### config.mk
export PLATFORM = sky130hd
export DESIGN_NAME = dds_wavegen_flat
export DESIGN_NICKNAME = d
export VERILOG_FILES = /design/src/rtl/dds_wavegen_if.sv /design/src/rtl/dds_wavegen.sv /design/src/flat_wrapper.sv
export SDC_FILE = /design/constraint.sdc
export NUM_CORES = 1
export LEC_CHECK = 0
export CAP_MARGIN = 20
export CELL_PAD_IN_SITES_DETAIL_PLACEMENT = 1
export CELL_PAD_IN_SITES_GLOBAL_PLACEMENT = 1
export CORE_ASPECT_RATIO = 2
export CORE_MARGIN = 3
export CORE_UTILIZATION = 40
export CTS_CLUSTER_SIZE = 16
export DETAILED_ROUTE_END_ITERATION = 7
export PLACE_DENSITY = 0.89
export RECOVER_POWER = 25
export SLEW_MARGIN = 10
export SYNTH_ARGS = -nofsm -noshare
export SYNTH_HDL_FRONTEND = slang
export SYNTH_SLANG_ARGS = --single-unit
export TNS_END_PERCENT = 100
### constraint.sdc
create_clock -name CLK -period 2.9 [get_ports CLK]
set_clock_uncertainty 0.15 [all_clocks]
set_input_delay 0.58 -clock CLK [delete_from_list [all_inputs] [get_ports CLK]]
set_output_delay 0.58 -clock CLK [all_outputs]
set_load 0.005 [all_outputs]
### src/rtl/dds_wavegen_if.sv
`default_nettype none
// +----------------------------------------------------------------------+
// | Module   : dds_wavegen_if                                            |
// | Purpose  : Control and sample bundle between a DDS source consumer   |
// |            (master) and the dds_wavegen generator (slave).           |
// | Revision : 1.0  initial release                                      |
// +----------------------------------------------------------------------+
interface dds_wavegen_if #(
  parameter int PHASE_W = 32,
  parameter int OUT_W   = 8
);
  logic               CE;
  logic               PHASE_RST;
  logic [PHASE_W-1:0] FREQ;
  logic [PHASE_W-1:0] PHASE_OFS;
  logic [1:0]         MODE;
  logic [OUT_W-1:0]   DOUT;
  logic               OUT_VALID;
  logic               WRAP;

  modport master (
    output CE, PHASE_RST, FREQ, PHASE_OFS, MODE,
    input  DOUT, OUT_VALID, WRAP
  );

  modport slave (
    input  CE, PHASE_RST, FREQ, PHASE_OFS, MODE,
    output DOUT, OUT_VALID, WRAP
  );
endinterface
`default_nettype wire

### src/rtl/dds_wavegen.sv
`default_nettype none
// +----------------------------------------------------------------------+
// | Module   : dds_wavegen                                               |
// | Purpose  : Phase-accumulator DDS with phase offset, quarter-wave sine |
// |            table and sine/triangle/saw/square select. Three-stage    |
// |            pipeline paced by CE; offset-binary output.               |
// | Revision : 1.0  initial release                                      |
// +----------------------------------------------------------------------+
module dds_wavegen #(
  parameter int PHASE_W = 32,
  parameter int LUT_AW  = 7,
  parameter int OUT_W   = 8
) (
  input  wire logic    CLK,
  input  wire logic    RESET_N,
  dds_wavegen_if.slave bus
);

  localparam int  c_LUT_N = 2 ** LUT_AW;
  // Only the top phase bits feed the table index or the shaped waveforms.
  localparam int  c_KEEP  = (LUT_AW + 2 > OUT_W + 1) ? (LUT_AW + 2) : (OUT_W + 1);
  localparam real c_PI    = 3.14159265358979323846;
  localparam real c_AMP   = real'(2 ** (OUT_W - 1) - 1);

  localparam logic [OUT_W-1:0] c_MID    = {1'b1, {(OUT_W-1){1'b0}}};
  localparam logic [OUT_W-1:0] c_MID_LO = {1'b0, {(OUT_W-1){1'b1}}};

  localparam logic [1:0] c_MODE_SINE = 2'd0;
  localparam logic [1:0] c_MODE_TRI  = 2'd1;
  localparam logic [1:0] c_MODE_SAW  = 2'd2;
  localparam logic [1:0] c_MODE_SQR  = 2'd3;

  // Quarter-wave table sampled at half-step points so mirrored quadrants
  // reuse every entry without duplicating the 0 and peak endpoints.
  logic [OUT_W-2:0] w_lut [c_LUT_N];

  for (genvar gi = 0; gi < c_LUT_N; gi++) begin : g_lut
    localparam real c_ANG = 2.0 * c_PI * (real'(gi) + 0.5) / real'(4 * c_LUT_N);
    localparam int  c_VAL = $rtoi(c_AMP * $sin(c_ANG) + 0.5);
    assign w_lut[gi] = c_VAL[OUT_W-2:0];
  end

  logic [PHASE_W-1:0] r_acc;
  logic               r_wrap_flag;
  logic [PHASE_W:0]   w_sum;
  logic [PHASE_W-1:0] w_ph;
  logic               w_unused_ph;

  logic [c_KEEP-1:0]  r_ph1;
  logic [1:0]         r_mode1;
  logic               r_wrap1;
  logic               r_v1;

  logic [LUT_AW-1:0]  w_idx;
  logic [LUT_AW-1:0]  w_addr;

  logic [OUT_W-2:0]   r_s2;
  logic [OUT_W:0]     r_ph2;
  logic [1:0]         r_mode2;
  logic               r_wrap2;
  logic               r_v2;

  logic [OUT_W-1:0]   w_sample;
  logic [OUT_W-1:0]   r_dout;
  logic               r_out_valid;
  logic               r_wrap_out;

  assign w_sum       = {1'b0, r_acc} + {1'b0, bus.FREQ};
  assign w_ph        = r_acc + bus.PHASE_OFS;
  assign w_unused_ph = ^w_ph[PHASE_W-c_KEEP-1:0];

  // Phase accumulator: clear has priority over the increment; carry marks a new period.
  always_ff @(posedge CLK or negedge RESET_N) begin
    if (!RESET_N) begin
      r_acc       <= '0;
      r_wrap_flag <= 1'b0;
    end else if (bus.CE) begin
      if (bus.PHASE_RST) begin
        r_acc       <= '0;
        r_wrap_flag <= 1'b1;
      end else begin
        {r_wrap_flag, r_acc} <= w_sum;
      end
    end
  end

  // Stage 1: capture offset phase from the pre-update accumulator, plus mode and wrap.
  always_ff @(posedge CLK or negedge RESET_N) begin
    if (!RESET_N) begin
      r_ph1   <= '0;
      r_mode1 <= c_MODE_SINE;
      r_wrap1 <= 1'b0;
      r_v1    <= 1'b0;
    end else begin
      r_v1 <= bus.CE;
      if (bus.CE) begin
        r_ph1   <= w_ph[PHASE_W-1 -: c_KEEP];
        r_mode1 <= bus.MODE;
        r_wrap1 <= r_wrap_flag;
      end
    end
  end

  // Odd quadrants walk the table backwards.
  assign w_idx  = r_ph1[c_KEEP-3 -: LUT_AW];
  assign w_addr = r_ph1[c_KEEP-2] ? ~w_idx : w_idx;

  // Stage 2: table read and forwarding of the phase bits the shapers need.
  always_ff @(posedge CLK or negedge RESET_N) begin
    if (!RESET_N) begin
      r_s2    <= '0;
      r_ph2   <= '0;
      r_mode2 <= c_MODE_SINE;
      r_wrap2 <= 1'b0;
      r_v2    <= 1'b0;
    end else begin
      r_v2 <= r_v1;
      if (r_v1) begin
        r_s2    <= w_lut[w_addr];
        r_ph2   <= r_ph1[c_KEEP-1 -: OUT_W+1];
        r_mode2 <= r_mode1;
        r_wrap2 <= r_wrap1;
      end
    end
  end

  // Waveform shaping; r_ph2[OUT_W] is the phase MSB (upper half-period).
  always_comb begin
    w_sample = c_MID;
    case (r_mode2)
      c_MODE_SINE: w_sample = r_ph2[OUT_W] ? (c_MID_LO - {1'b0, r_s2})
                                           : (c_MID + {1'b0, r_s2});
      c_MODE_TRI:  w_sample = r_ph2[OUT_W] ? ~r_ph2[OUT_W-1:0] : r_ph2[OUT_W-1:0];
      c_MODE_SAW:  w_sample = r_ph2[OUT_W -: OUT_W];
      c_MODE_SQR:  w_sample = {OUT_W{~r_ph2[OUT_W]}};
      default:     w_sample = c_MID;
    endcase
  end

  // Stage 3: output register; sample holds between valid strobes.
  always_ff @(posedge CLK or negedge RESET_N) begin
    if (!RESET_N) begin
      r_dout      <= c_MID;
      r_out_valid <= 1'b0;
      r_wrap_out  <= 1'b0;
    end else begin
      r_out_valid <= r_v2;
      r_wrap_out  <= r_wrap2 & r_v2;
      if (r_v2) begin
        r_dout <= w_sample;
      end
    end
  end

  assign bus.DOUT      = r_dout;
  assign bus.OUT_VALID = r_out_valid;
  assign bus.WRAP      = r_wrap_out;

endmodule
`default_nettype wire

### src/flat_wrapper.sv
// flat-port wrapper written by rule: the top's interface ports become plain ports
module dds_wavegen_flat 
#(
  parameter int PHASE_W = 32,
  parameter int LUT_AW  = 7,
  parameter int OUT_W   = 8
)
  (CLK, RESET_N, bus_CE, bus_PHASE_RST, bus_FREQ, bus_PHASE_OFS, bus_MODE, bus_DOUT, bus_OUT_VALID, bus_WRAP);
  dds_wavegen_if #(.PHASE_W(PHASE_W), .OUT_W(OUT_W)) bus_i ();
  input  wire logic CLK;
  input  wire logic RESET_N;
  input wire logic [$bits(bus_i.CE)-1:0] bus_CE;
  input wire logic [$bits(bus_i.PHASE_RST)-1:0] bus_PHASE_RST;
  input wire logic [$bits(bus_i.FREQ)-1:0] bus_FREQ;
  input wire logic [$bits(bus_i.PHASE_OFS)-1:0] bus_PHASE_OFS;
  input wire logic [$bits(bus_i.MODE)-1:0] bus_MODE;
  output wire logic [$bits(bus_i.DOUT)-1:0] bus_DOUT;
  output wire logic [$bits(bus_i.OUT_VALID)-1:0] bus_OUT_VALID;
  output wire logic [$bits(bus_i.WRAP)-1:0] bus_WRAP;
  assign bus_i.CE = bus_CE;
  assign bus_i.PHASE_RST = bus_PHASE_RST;
  assign bus_i.FREQ = bus_FREQ;
  assign bus_i.PHASE_OFS = bus_PHASE_OFS;
  assign bus_i.MODE = bus_MODE;
  assign bus_DOUT = bus_i.DOUT;
  assign bus_OUT_VALID = bus_i.OUT_VALID;
  assign bus_WRAP = bus_i.WRAP;
  dds_wavegen #(.PHASE_W(PHASE_W), .LUT_AW(LUT_AW), .OUT_W(OUT_W)) u_core (.CLK(CLK), .RESET_N(RESET_N), .bus(bus_i));
endmodule
==> results.tsv <==
stage	metric	value	unit
cells_and_area	most frequent cells in the layout	buf_4 (135), dfrtp_1 (72), nor2_1 (62)	
floorplan	I/O pin total	80	
timing	Worst Slack Setup Final	-0.420	ns
timing	Fmax	0.301	GHz
setup_path	Max FO, Critical Path	3	
yosys	#FFs+latches synth	76	
clock_tree	Clock Root Buffer	clkbuf_16	
clock_tree	Clk Latency, worst-skew pair	0.38	ns
floorplan	Chip Width	99.6	um
power	total chip power	14.1	mW
drt	Final ANT Viol Nets	0	
placement	Post-DP Area	0.00884	mm2
yosys	Synth Warn #	0	
drt	WL per Instance	33.3	um
timing	endpoints failing setup	22	
yosys	Synth top area share	26.8	%
setup_path	Crit Path Category	in2reg	
placement	IO buf count	79	
setup_path	max incr delay on CP	0.68	ns
floorplan	CORE AREA	0.0169	mm2
setup_path	Worst Reg2Reg Path Length in Cells	8	
cells_and_area	proportion of layout cells with a drive suffix above 1	27.8	%
cells_and_area	finished layout cell area	0.00984	mm2
floorplan	Die Ht	193	um
setup_path	startpoint types	primary input	
yosys	top cells by area, synth	dfrtp_1 (27%), ha_1 (13%), a21oi_1 (5.2%)	
floorplan	Die Area	0.0192	mm2
drt	DR WL met3	3.02	mm
grt	largest net degree at the start of global routing	52	
timing	fin crit share	114	%
setup_path	critical path's slowest cell	a21oi_1	
power	Peak VDD IR	749	uV
drt	Vias/cell	6.97	
outcome	run status	finished, violations left	
cells_and_area	fin nets	1143	
yosys	post-synthesis cell type count	74	
cells_and_area	most common cell after layout, fill and taps aside	buf_4	
grt	first-pass GRT wire length	52.8	mm
flow_run	max cap viols	0	
drt	vias	8464	
clock_tree	Worst-path clk slew	0.08	ns
drt	Residual DRC	0	
timing	Slew Limit Fails	0	
yosys	ys flop type	dfrtp_1	
power	P per Cell Area	1430	mW/mm2
yosys	biggest area consumer among synthesized cells	dfrtp_1	
clock_tree	CTS Buffer Depth	2	
setup_path	CP Cell Sequence	clkdlybuf4s50_1, ha_1, a21oi_1, o21ai_0, a21o_1, a22oi_1, o21ai_1, xor2_1, a22o_1	
drt	met1 WL	12.1	mm
drt	Pre-antenna DRT Iters	5	
timing	Least-Margin Pin Slew	1.44	ns
clock_tree	# hold bufs at CTS	0	
yosys	Post-Syn Instances	816	
clock_tree	CTS buffer count	9	
timing	crit path time final	3.32	ns
grt	remaining global-route overflow	0	
outcome	failing checks	setup timing	
yosys	Async SR Flop Fraction	100	%
setup_path	Critical Path RT	3.02	ns
grt	vias in the first global route	8979	
yosys	Post-synth EDFFs	0	
drt	DRT iter0 DRCs	760	
clock_tree	clk sinks	76	
cells_and_area	synth-to-layout area growth	40.5	%
grt	initial antenna violation count	0	
grt	GRT Util Overall	36.8	%
yosys	Avg Inst Size Synth	8.59	um2
placement	dpl hpwl	23.0	mm
placement	placer's final routability congestion estimate	1.03	
placement	DP Worst Slack	-0.827	ns
timing	Fin. Hold Viols	0	
yosys	mapped cell area	0.00701	mm2
timing	RSZ-0062 raised after global routing	true	
yosys	Post-Syn Nets	957	
cells_and_area	Antenna Cells	0	
setup_path	crit path DAT	3.44	ns
clock_tree	CTS tree	done	
setup_path	Critical Path End Type	register	
drt	WL met2	20.3	mm
floorplan	Rows	67	
drt	top sig layer	met4	
min_path	Hold Crit Class	in2async	
floorplan	Initial Utilization	41.4	%
drt	total wire length	40.4	mm
setup_path	R2R setup slack	-0.21	ns
clock_tree	H-tree levels	3	
timing	Slew HR	3.93	%
power	total leakage power	4.44	nW
yosys	register area share after synthesis	27.2	%
routing by layer:
layer,up-vias,track usage (%)
li1,3409,-
met1,4053,33.0
met2,664,69.4
met3,338,5.55
met4,0,32.7
met5,-,0
metrics by stage:
stage | std cells | utilization (%) | setup TNS [ns] | hold slack, ns
6_report | 1214 | 58.1 | -2.33 | 0.374
5_1_grt | 1214 | 58.1 | -3.05 | 0.408
2_1_floorplan | 816 | - | 0 | 0.134
4_1_cts | 1203 | 56.0 | -0.497 | 0.142
3_3_place_gp | 1179 | 52.2 | -15.71 | 0.314
3_5_place_dp | 1179 | 52.2 | -20.09 | 0.341
cell families after synthesis:
logic type	after synthesis	share of synthesized area, %
buffers and inverters	69	3.89
and+or+nand+nor	209	13.9
muxes	44	7.13
adders and majority gates	71	12.8
xor gates and xnor gates	49	6.13
DFF	76	27.2
AOI/OAI and AO/OA	298	29.0
registers in the layout (all words and copies together), names as in the netlist:
name,cells
u_core.r_ph2,9
u_core.r_wrap1,1
u_core.r_wrap_flag,1
u_core.bus.DOUT,8
u_core.r_v1,1
u_core.bus.OUT_VALID,1
u_core.bus.WRAP,1
u_core.r_s2,7
u_core.r_acc,32
u_core.r_v2,1
u_core.r_mode2,2
u_core.r_ph1,9
u_core.r_wrap2,1
u_core.r_mode1,2
repair_timing:
action	in CTS	in global routing
endpoints found under the setup margin	29	31
pin swaps	44	52
setup buffers	8	11
gates cloned	0	0
gates resized for setup	73	71
cell usage after synthesis, types with 3 or more instances:
master / count
o21a_1: 6
xnor2_1: 29
a21o_1: 27
buf_2: 8
ha_1: 70
o32ai_1: 3
a22o_1: 27
a22oi_1: 3
mux2i_1: 15
nor2_1: 67
a211oi_1: 11
dfrtp_1: 75
clkbuf_1: 34
nor3_1: 16
mux2_2: 27
nand2b_1: 12
inv_1: 20
nor2b_1: 9
xor2_1: 20
nand3_1: 10
o221ai_1: 4
a221oi_1: 6
a21oi_1: 73
o21ai_1: 3
clkinv_1: 3
a211o_1: 4
nand2_1: 60
o211ai_2: 3
o22ai_1: 7
nand4_1: 15
buf_1: 3
o211ai_1: 4
o21ai_0: 67
nor3b_1: 8
a31oi_1: 10
o2111ai_1: 5
where the power goes:
part           switching, mW  total (mW)  internal [mW]
combinational           6.14        10.7           4.53
clock                  0.582        1.19          0.609
sequential             0.740        2.25           1.51
worst paths after layout:
path                                        from                 end
worst max-delay path                bus_FREQ[22]    u_core.r_acc[29]
worst min-delay path                     RESET_N    u_core.r_acc[11]
worst max register to register  u_core.r_acc[22]    u_core.r_acc[29]
worst min register to register    u_core.r_wrap2      u_core.r_wrap2
max in group asynchronous                RESET_N  u_core.bus.DOUT[7]
min in group CLK                  u_core.r_wrap2      u_core.r_wrap2
worst max-delay path, delay by kind of cell:
family | cells | cell delay (ns)
AO/OA/AOI/OAI | 6 | 1.87
XOR/XNOR | 1 | 0.16
buffers and inverters | 1 | 0.45
adder cells (fa/ha/maj) | 1 | 0.38
area by class of cell:
class,instances,area [um2]
Timing Repair Buffer,221,1900
Clock buffer,11,243
Multi-Input combinational cell,671,5410
Fill cell,1905,7090
Inverter,23,86.3
Clock inverter,5,37.5
Tap cell,207,259
Sequential cell,76,1910
Power figures use the tool's default switching activity.
